$ cat config.mk
export PLATFORM = sky130hd
export DESIGN_NAME = csi_packet_parser
export DESIGN_NICKNAME = d
export VERILOG_FILES = /design/src/rtl/csi_packet_parser.sv
export SDC_FILE = /design/constraint.sdc
export NUM_CORES = 1
export LEC_CHECK = 0
export CAP_MARGIN = 20
export CORE_UTILIZATION = 53
export CTS_BUF_LIST = sky130_fd_sc_hd__clkbuf_4
export CTS_CLUSTER_DIAMETER = 80
export DETAILED_ROUTE_END_ITERATION = 16
export PLACE_DENSITY_LB_ADDON = 0.1
export SETUP_SLACK_MARGIN = 0.02
export SLEW_MARGIN = 5
export SYNTH_ARGS = -nofsm -noshare
export SYNTH_HDL_FRONTEND = slang
export SYNTH_SLANG_ARGS = --single-unit
$ cat constraint.sdc
create_clock -name clock_p -period 4.07 [get_ports clock_p]
set_input_delay 0.814 -clock clock_p [delete_from_list [all_inputs] [get_ports clock_p]]
set_output_delay 0.814 -clock clock_p [all_outputs]
set_load 0.01 [all_outputs]
$ cat src/rtl/csi_packet_parser.sv
// CSI-2 packet-layer parser: header ECC check, VC filtering, payload streaming with keep, per-VC frame/line tracking.
// Define CSI_CRC_CHECK_EN to check the payload CRC-16; without it crc_error is tied low.

module csi_header_ecc (
    input  logic [23:0] data,
    output logic [7:0]  ecc
);
    // Parity-bit membership for each header bit; entry i belongs to data[i].
    localparam logic [23:0][5:0] COLS = {
        6'h3B, 6'h37, 6'h2F, 6'h1F, 6'h38, 6'h34, 6'h32, 6'h31,
        6'h2C, 6'h2A, 6'h29, 6'h26, 6'h25, 6'h23, 6'h1C, 6'h1A,
        6'h19, 6'h16, 6'h15, 6'h13, 6'h0E, 6'h0D, 6'h0B, 6'h07
    };

    always_comb begin
        ecc = 8'h00;
        for (int i = 0; i < 24; i++)
            if (data[i]) ecc[5:0] = ecc[5:0] ^ COLS[i];
    end
endmodule

module csi_packet_parser #(
    parameter int         NUM_LANES = 2,
    parameter logic [3:0] VC_MASK   = 4'b0001,
    parameter logic [5:0] VIDEO_DT  = 6'h2B
) (
    input  logic                   clock_p,
    input  logic                   reset,
    input  logic [8*NUM_LANES-1:0] lane_data,
    input  logic                   lane_valid,
    output logic                   header_valid,
    output logic [1:0]             virtual_channel,
    output logic [5:0]             data_type,
    output logic [15:0]            word_count,
    output logic                   ecc_error,
    output logic [8*NUM_LANES-1:0] payload_data,
    output logic [NUM_LANES-1:0]   payload_keep,
    output logic                   payload_valid,
    output logic                   payload_last,
    output logic                   payload_video,
    output logic                   frame_start,
    output logic                   frame_end,
    output logic                   line_start,
    output logic                   line_end,
    output logic [3:0]             in_frame,
    output logic [3:0]             in_line,
    output logic                   crc_error,
    output logic                   packet_done
);
    localparam int BW        = 8 * NUM_LANES;
    localparam int HDR_BEATS = 4 / NUM_LANES;
    localparam int HCW       = (HDR_BEATS > 1) ? $clog2(HDR_BEATS) : 1;
    localparam logic [HCW-1:0] HDR_LAST = HCW'(HDR_BEATS - 1);

    typedef enum logic [1:0] {S_HEADER, S_PAYLOAD, S_DONE} state_t;

    state_t          state_q, state_d;
    logic [HCW-1:0]  hdr_cnt_q, hdr_cnt_d;
    logic [31:0]     hdr_q, hdr_cur;
    logic [16:0]     cnt_q, cnt_d, idx, wc17;
    logic [1:0]      vc_q, vc_d;
    logic [5:0]      dt_q, dt_d;
    logic [15:0]     wc_q, wc_d;
    logic [3:0]      in_frame_q, in_frame_d, in_line_q, in_line_d;
    logic [BW-1:0]   payload_data_q, payload_data_d;
    logic [NUM_LANES-1:0] keep_q, keep_d;
    logic header_valid_q, header_valid_d, ecc_error_q, ecc_error_d;
    logic frame_start_q, frame_start_d, frame_end_q, frame_end_d;
    logic line_start_q, line_start_d, line_end_q, line_end_d;
    logic payload_valid_q, payload_valid_d, payload_last_q, payload_last_d;
    logic payload_video_q, payload_video_d, packet_done_q, packet_done_d;
    logic crc_error_q, crc_error_d, crc_bad, ecc_bad;
    logic [7:0] ecc_calc;
    logic [1:0] hdr_vc;
    logic [5:0] hdr_dt;

    // Header buffer including the beat arriving this cycle, so decode happens on the final beat.
    always_comb begin
        hdr_cur = hdr_q;
        if (state_q == S_HEADER && lane_valid)
            hdr_cur[int'(hdr_cnt_q)*BW +: BW] = lane_data;
    end

    csi_header_ecc u_ecc (.data(hdr_cur[23:0]), .ecc(ecc_calc));

    assign ecc_bad = hdr_cur[31:24] != ecc_calc;
    assign hdr_vc  = hdr_cur[7:6];
    assign hdr_dt  = hdr_cur[5:0];
    assign wc17    = {1'b0, wc_q};

    always_comb begin
        state_d = state_q;  hdr_cnt_d = hdr_cnt_q;  cnt_d = cnt_q;
        vc_d = vc_q;  dt_d = dt_q;  wc_d = wc_q;
        in_frame_d = in_frame_q;  in_line_d = in_line_q;
        payload_data_d = payload_data_q;
        header_valid_d = 1'b0;  ecc_error_d = 1'b0;
        frame_start_d = 1'b0;  frame_end_d = 1'b0;
        line_start_d = 1'b0;  line_end_d = 1'b0;
        keep_d = '0;  payload_valid_d = 1'b0;
        payload_last_d = 1'b0;  payload_video_d = 1'b0;
        packet_done_d = 1'b0;  crc_error_d = 1'b0;
        idx = '0;
        case (state_q)
            S_HEADER: if (lane_valid) begin
                if (hdr_cnt_q != HDR_LAST) begin
                    hdr_cnt_d = hdr_cnt_q + 1'b1;
                end else begin
                    hdr_cnt_d = '0;
                    header_valid_d = 1'b1;
                    ecc_error_d = ecc_bad;
                    vc_d = hdr_vc;  dt_d = hdr_dt;  wc_d = hdr_cur[23:8];
                    state_d = S_DONE;
                    if (!ecc_bad && VC_MASK[hdr_vc]) begin
                        if (hdr_dt > 6'h0F) begin
                            state_d = S_PAYLOAD;
                            cnt_d = '0;
                        end else begin
                            case (hdr_dt)
                                6'h00: begin frame_start_d = 1'b1; in_frame_d[hdr_vc] = 1'b1; in_line_d[hdr_vc] = 1'b0; end
                                6'h01: begin frame_end_d = 1'b1; in_frame_d[hdr_vc] = 1'b0; in_line_d[hdr_vc] = 1'b0; end
                                6'h02: begin line_start_d = 1'b1; in_line_d[hdr_vc] = 1'b1; end
                                6'h03: begin line_end_d = 1'b1; in_line_d[hdr_vc] = 1'b0; end
                                default: ;
                            endcase
                        end
                    end
                end
            end
            S_PAYLOAD: if (lane_valid) begin
                // Bytes past WC are CRC or lane padding and never carry keep.
                for (int k = 0; k < NUM_LANES; k++) begin
                    idx = cnt_q + 17'(k);
                    keep_d[k] = idx < wc17;
                    if (idx + 17'd1 == wc17) payload_last_d = 1'b1;
                end
                payload_valid_d = |keep_d;
                payload_video_d = |keep_d && (dt_q == VIDEO_DT);
                payload_data_d  = lane_data;
                cnt_d = cnt_q + 17'(NUM_LANES);
                if (cnt_d >= wc17 + 17'd2) state_d = S_DONE;
            end
            S_DONE: begin
                packet_done_d = 1'b1;
                crc_error_d = crc_bad;
                state_d = S_HEADER;
            end
            default: state_d = S_HEADER;
        endcase
    end

`ifdef CSI_CRC_CHECK_EN
    logic [15:0] crc_q, crc_d, crc_rx_q, crc_rx_d;
    logic [16:0] cidx;

    // Reflected CCITT polynomial, LSB-first.
    function automatic logic [15:0] crc16_byte(input logic [15:0] c, input logic [7:0] b);
        logic [15:0] r;
        r = c ^ {8'h00, b};
        for (int i = 0; i < 8; i++)
            r = r[0] ? ((r >> 1) ^ 16'h8408) : (r >> 1);
        return r;
    endfunction

    always_comb begin
        crc_d = crc_q;  crc_rx_d = crc_rx_q;  cidx = '0;
        if (state_q == S_HEADER) begin
            crc_d = 16'hFFFF;
            crc_rx_d = 16'hFFFF;
        end else if (state_q == S_PAYLOAD && lane_valid) begin
            for (int k = 0; k < NUM_LANES; k++) begin
                cidx = cnt_q + 17'(k);
                if (cidx < wc17)                crc_d = crc16_byte(crc_d, lane_data[8*k +: 8]);
                else if (cidx == wc17)          crc_rx_d[7:0]  = lane_data[8*k +: 8];
                else if (cidx == wc17 + 17'd1)  crc_rx_d[15:8] = lane_data[8*k +: 8];
            end
        end
    end

    always_ff @(posedge clock_p) begin
        if (reset) begin
            crc_q <= 16'hFFFF;  crc_rx_q <= 16'hFFFF;
        end else begin
            crc_q <= crc_d;  crc_rx_q <= crc_rx_d;
        end
    end

    assign crc_bad = crc_q != crc_rx_q;
`else
    assign crc_bad = 1'b0;
`endif

    always_ff @(posedge clock_p) begin
        if (reset) begin
            state_q <= S_HEADER;  hdr_cnt_q <= '0;  hdr_q <= '0;  cnt_q <= '0;
            vc_q <= '0;  dt_q <= '0;  wc_q <= '0;
            in_frame_q <= '0;  in_line_q <= '0;
            payload_data_q <= '0;  keep_q <= '0;
            header_valid_q <= 1'b0;  ecc_error_q <= 1'b0;
            frame_start_q <= 1'b0;  frame_end_q <= 1'b0;
            line_start_q <= 1'b0;  line_end_q <= 1'b0;
            payload_valid_q <= 1'b0;  payload_last_q <= 1'b0;  payload_video_q <= 1'b0;
            packet_done_q <= 1'b0;  crc_error_q <= 1'b0;
        end else begin
            state_q <= state_d;  hdr_cnt_q <= hdr_cnt_d;  hdr_q <= hdr_cur;  cnt_q <= cnt_d;
            vc_q <= vc_d;  dt_q <= dt_d;  wc_q <= wc_d;
            in_frame_q <= in_frame_d;  in_line_q <= in_line_d;
            payload_data_q <= payload_data_d;  keep_q <= keep_d;
            header_valid_q <= header_valid_d;  ecc_error_q <= ecc_error_d;
            frame_start_q <= frame_start_d;  frame_end_q <= frame_end_d;
            line_start_q <= line_start_d;  line_end_q <= line_end_d;
            payload_valid_q <= payload_valid_d;  payload_last_q <= payload_last_d;
            payload_video_q <= payload_video_d;
            packet_done_q <= packet_done_d;  crc_error_q <= crc_error_d;
        end
    end

    assign header_valid    = header_valid_q;
    assign virtual_channel = vc_q;
    assign data_type       = dt_q;
    assign word_count      = wc_q;
    assign ecc_error       = ecc_error_q;
    assign payload_data    = payload_data_q;
    assign payload_keep    = keep_q;
    assign payload_valid   = payload_valid_q;
    assign payload_last    = payload_last_q;
    assign payload_video   = payload_video_q;
    assign frame_start     = frame_start_q;
    assign frame_end       = frame_end_q;
    assign line_start      = line_start_q;
    assign line_end        = line_end_q;
    assign in_frame        = in_frame_q;
    assign in_line         = in_line_q;
    assign crc_error       = crc_error_q;
    assign packet_done     = packet_done_q;
endmodule
After elaboration in Yosys (flattened, before gate mapping)
Cells that the tools add are included.
- output and inout port bits: 61
- bits in registers: 112
- bits of input ports: 19
- bitwise gates (word level): 34
- shift-type cells: 2
- $add $sub $neg: 6
- muxes and demuxes: 54
- reductions and logical operators: 23
- order comparisons: 6
- eq/ne operators: 15
- operator list (cell ; number):
    17-bit two-way mux ; 5
    6-bit two-way mux ; 13
    3-bit inverter ; 16
    5-bit two-way mux ; 7
    17-bit by 1-bit adder with 17-bit output, second input constant ; 2
    17-bit by 16-bit == test with 1-bit output ; 2
    17-bit by 16-bit less-than comparator with 1-bit output ; 2
    17-bit one-hot mux with 2 select lines ; 1
    5-bit negator with 33-bit output ; 1
    16-bit by 33-bit variable shift with 32-bit output, first input constant ; 1
    16-bit by 33-bit indexed part select with 32-bit output ; 1
    32-bit bitwise mux ; 1
    32-bit two-way mux ; 1
    5-bit inverter ; 4
    6-bit AND reduction ; 3
    16-bit by 2-bit adder with 17-bit output, second input constant ; 1
    17-bit by 2-bit adder with 17-bit output, second input constant ; 1
    17-bit >= comparator ; 1
    4-bit one-hot mux with 2 select lines ; 2
    6-bit by 2-bit == test with 1-bit output, second input constant ; 2
    2-bit two-way mux ; 6
    4-bit two-way mux ; 3
    1-bit two-way mux ; 11
    2-bit inverter with 3-bit output ; 3
    31 further kinds ; 50

Logic depth before layout (Yosys ltp)
- depth after elaboration: 58
- gate-level depth with buffers: 16

Modules after synthesis
Synthesis repeated with hierarchy kept, for this count alone.
- cell total of the unflattened synthesis: 819
- area, all modules: 6797.8 µm²
- by module, submodules not included (module ; times used ; area an instance (µm²) ; seq. area each (µm²) ; cells an instance):
    csi_packet_parser ; 1 ; 6283.5 ; 2222.1 ; 779
    csi_header_ecc ; 1 ; 514.2 ; 0.0 ; 40

Worst setup path after synthesis
Ideal clock, no wire load.
- kind: in2reg
- start: input port lane_valid
- end: register cnt_q[9]
- setup slack: 0.170 ns
- stages on the path: 14
- data arrival time: 3.783 ns
- data required time: 3.953 ns
- path buffers: 3
- cells stage by stage: nor4b_4 > buf_6 > buf_6 > mux2i_1 > inv_1 > ha_1 > xnor2_1 > xnor2_1 > xnor3_2 > or2b_1 > o41ai_2 > o21ai_2 > buf_6 > a22o_1
- word-level cells in the longest chain between the ends: 44
- elaborated cells on any way between the ends: 60
- ends and longest elaborated chain (what ; line ; source):
    from (decl) ; 30 ; input logic lane_valid,
    1-bit logical AND (*) ; 80 ; if (state_q == S_HEADER && lane_valid)
    32-bit two-way mux (*) ; 80 ;
    net hdr_cur[0] ; 59 ; logic [31:0] hdr_q, hdr_cur;
    3-bit two-way mux ; 18 ; if (data[i]) ecc[5:0] = ecc[5:0] ^ COLS[i];
    2-bit inverter with 3-bit output (no line) ; n/a ;
    4-bit two-way mux ; 18 ;
    3-bit inverter (no line) or 4-bit two-way mux (tied branches) ; n/a ;
    4-bit two-way mux or 3-bit inverter (tied branches) ; n/a ;
    (+29 left out) ; n/a ;
    6-bit two-way mux ; 18 ;
    5-bit inverter (no line) ; n/a ;
    6-bit two-way mux ; 18 ;
    8-bit by 6-bit != test with 1-bit output ; 86 ; assign ecc_bad = hdr_cur[31:24] != ecc_calc;
    1-bit zero test ; 113 ; if (!ecc_bad && VC_MASK[hdr_vc]) begin
    1-bit logical AND ; 113 ;
    2-bit by 1-bit != test with 1-bit output (no line) ; n/a ;
    6-bit AND reduction (no line) (*) ; n/a ;
    to (signal assigned) ; 204 ; state_q <= state_d; hdr_cnt_q <= hdr_cnt_d; hdr_q <= hdr_cur; cnt_q <= cnt_d;
    to (decl) ; 60 ; logic [16:0] cnt_q, cnt_d, idx, wc17;
Mark *: on every way through the listed nets, which the timed path passes. The rest lies on a longest branch. The select of a mux whose other input is x is not followed.
A chain may end at the register's enable or synchronous reset.

Worst setup path after layout
- start: input port lane_valid
- end: register cnt_q[7]
Same word-level chain as after synthesis.

==> flow_metrics.tcl <==
set metrics [dict create \
    vdd_drop_max_v 0.000216 \
    power.density_mw_per_mm2 309 \
    startpoint_type "primary input" \
    crit_fanout 15 \
    r2r-start "cnt_q[3]$_SDFFE_PP0P_" \
    comb_power_share 0.306 \
    mappedNetlistArea_mm2 0.00657 \
    hold_class "reg2reg" \
    ys_seq_area_frac 0.338 \
    synth_top_cell_by_area "dfxtp_1" \
    place.gp.congestion 0.900 \
    tightest_slew_ps 638 \
    cp.arrival_ps 4250 \
    p_int_mw 1.70 \
    crit_path_start "lane_valid" \
    ios 80 \
    setup_viol 0 \
    slew_viol_final 0 \
    status "finished, final reports clean" \
    nets 918 \
    final_common_cell "dfxtp_1" \
    hold-worst-slack_ps 467 \
    period_share 0.946 \
    yosys_warnings 0 \
    vias_per_cell 5.38 \
    area.growth.synth_to_final_pct 21.3 \
    clock_sinks 111 \
    synthCells 737 \
    antenna_left 0 \
    drv_cap 0 \
    clockPowerShare 0.225 \
    endpoint_kind "register" \
    p_leak_nw 3.27 \
    grt_overflow 0 \
    power_mw 2.46 \
    port_buffers 78 \
    clock_tree.buffer_depth 2 \
    drive_gt1_frac 0.117 \
    die_y_um 113 \
    pwr-share-seq 0.469 \
    synth_edf_count 0 \
    finClkSkew_ps 16.2 \
    crit_type "in2reg" \
    yosys_register_bits 111 \
    dominantRegCellSynth "dfxtp_1" \
    clk_pin_slew_worst_paths_ps 160 \
    final_core_util 0.660 \
    first_global_vias 5478 \
    hold_buffers 0 \
    syn_area_per_cell_um2 8.91 \
    synthTopCellsByArea "dfxtp_1, ha_1, xnor2_1, nand2_1, mux2i_1" \
    numCtsBuffers 9 \
    nFillCells 1025 \
    dieArea_mm2 0.0128 \
    swShare 0.307 \
    num_antenna_cells 0 \
    fp.coreArea_mm2 0.0121 \
    grt_pass1_wl_mm 27.7 \
    worstPathRequired_ps 4470 \
    synth_cell_types 57 \
    yosys.area.top_type_share 0.338 \
    cts_max_level 3 \
    antenna_found_initial 0 \
    die_x_um 113 \
    finalSetupTns_ps 0 \
    dr.first_iter.drc_count 322 \
    drc_errors 0 \
    period_minus_slack_ps 3850 \
    place_hpwl_mm 13.4 \
    wirelength_mm 17.0 \
    rsz0062_at_grt "false" \
    hold_viol 0 \
    async_flop_share 0 \
    clock.fmax_ghz 0.260 \
    worstSkewPairLatency_ps 510 \
    grt_max_degree 52 \
    first_pass_iters 5 \
    std_cell_rows 40 \
    routed_wire_length_per_instance_um 16.7 \
    syn_nets 811 \
    cts-root-buf "clkbuf_4" \
    final_cell_mix "dfxtp_1, nand2_1, clkdlybuf4s50_1" \
    track_usage 0.280 \
    p_switching_mw 0.753 \
    num_vias 5473 \
    cts_tree "done" \
    min_from "payload_data[0]$_SDFFE_PP0P_" \
    relSlewSlack 0.573 \
    initial_core_util 0.544 \
]
-- final cells by class --
cell class                      count  area, µm²  share of cell area
Sequential cell                   111       2220               0.279
Timing Repair Buffer              143       1260               0.159
Multi-Input combinational cell    552       4040               0.507
Inverter                           27        101              0.0127
Tap cell                          168        210              0.0264
Clock buffer                        9       67.6             0.00848
Clock inverter                      7       63.8             0.00801
-- final timing paths --
kind	to	slack (ps)	depth (start not counted)
max	cnt_q[7]$_SDFFE_PP0P_	220	14
min	payload_data[0]$_SDFFE_PP0P_	470	2
max reg2reg	state_q[0]$_SDFFE_PP0P_	370	14
min reg2reg	payload_data[0]$_SDFFE_PP0P_	470	2
-- power by group through the flow --
stage | clock network, mW | registers [mW] | logic [mW]
final | 0.554 | 1.15 | 0.752
after global routing | 0.612 | 1.16 | 0.814
after CTS | 0.562 | 1.15 | 0.740
after detailed placement | 0 | 1.17 | 0.737
after global placement | 0 | 1.17 | 0.722
after floorplan | 0 | 1.17 | 0.497
-- registers in the layout, indices dropped and copies added (netlist names), 4 cells and up --
register,count
hdr_q,32
data_type,6
cnt_q,16
payload_data,16
in_line,4
in_frame,4
word_count,16
-- routing by layer --
layer	GRT usage	vias up	share of wire
met3	0.0627	34	0.042
met5	0	-	0
met4	0.104	0	0.027
met2	0.490	129	0.50
li1	-	2731	-
met1	0.336	2579	0.43
-- Yosys cell counts, drive strengths merged (12+ instances only) --
master and count:
dfxtp 111, xnor3 12, nand3 16, o21a 12
inv 27, nor2b 12, o21ai 24, clkbuf 32
nor2 59, nand2 93, a21oi 48, nand4 17
xor2 19, a211oi 15, buf 15, nor3 12
mux2i 34, xnor2 63, ha 55
-- through the flow --
step                      area (µm²)  instances  setup slack, ps
after floorplan                 6570        737              170
after global placement          7810       1001             -268
after CTS                       7950       1017              166
after detailed placement        7810       1001             -366
final                           7960       1017              220
after global routing            7960       1017             68.7
-- critical path, stage by stage --
cell             delay, ps
clkdlybuf4s50_1        550
nor4b_4                220
buf_4                  230
mux2i_1                250
inv_1                   80
ha_1                   280
xnor2_1                140
xnor2_1                260
xnor3_2                280
or2b_1                 260
o41ai_4                320
o21ai_4                220
o21ai_0                240
o31ai_1                100
-- cells by family after synthesis --
kind of cell,Yosys count,share of synthesized area
AND/OR/NAND/NOR,241,0.174
buffers and inverters,74,0.0511
flip-flops,111,0.338
other,1,0.000571
XOR/XNOR,94,0.153
multiplexers,34,0.0547
adder cells (fa/ha/maj),55,0.105
AO/OA/AOI/OAI,127,0.124
-- timing repair --
item | 4_1_cts | 5_1_grt
setup buffers | 0 | 0
gates resized for setup | 0 | 2
hold endpoints to repair | 0 | 0
setup endpoints to repair | 0 | 4
(Power assumes the default switching activity.)
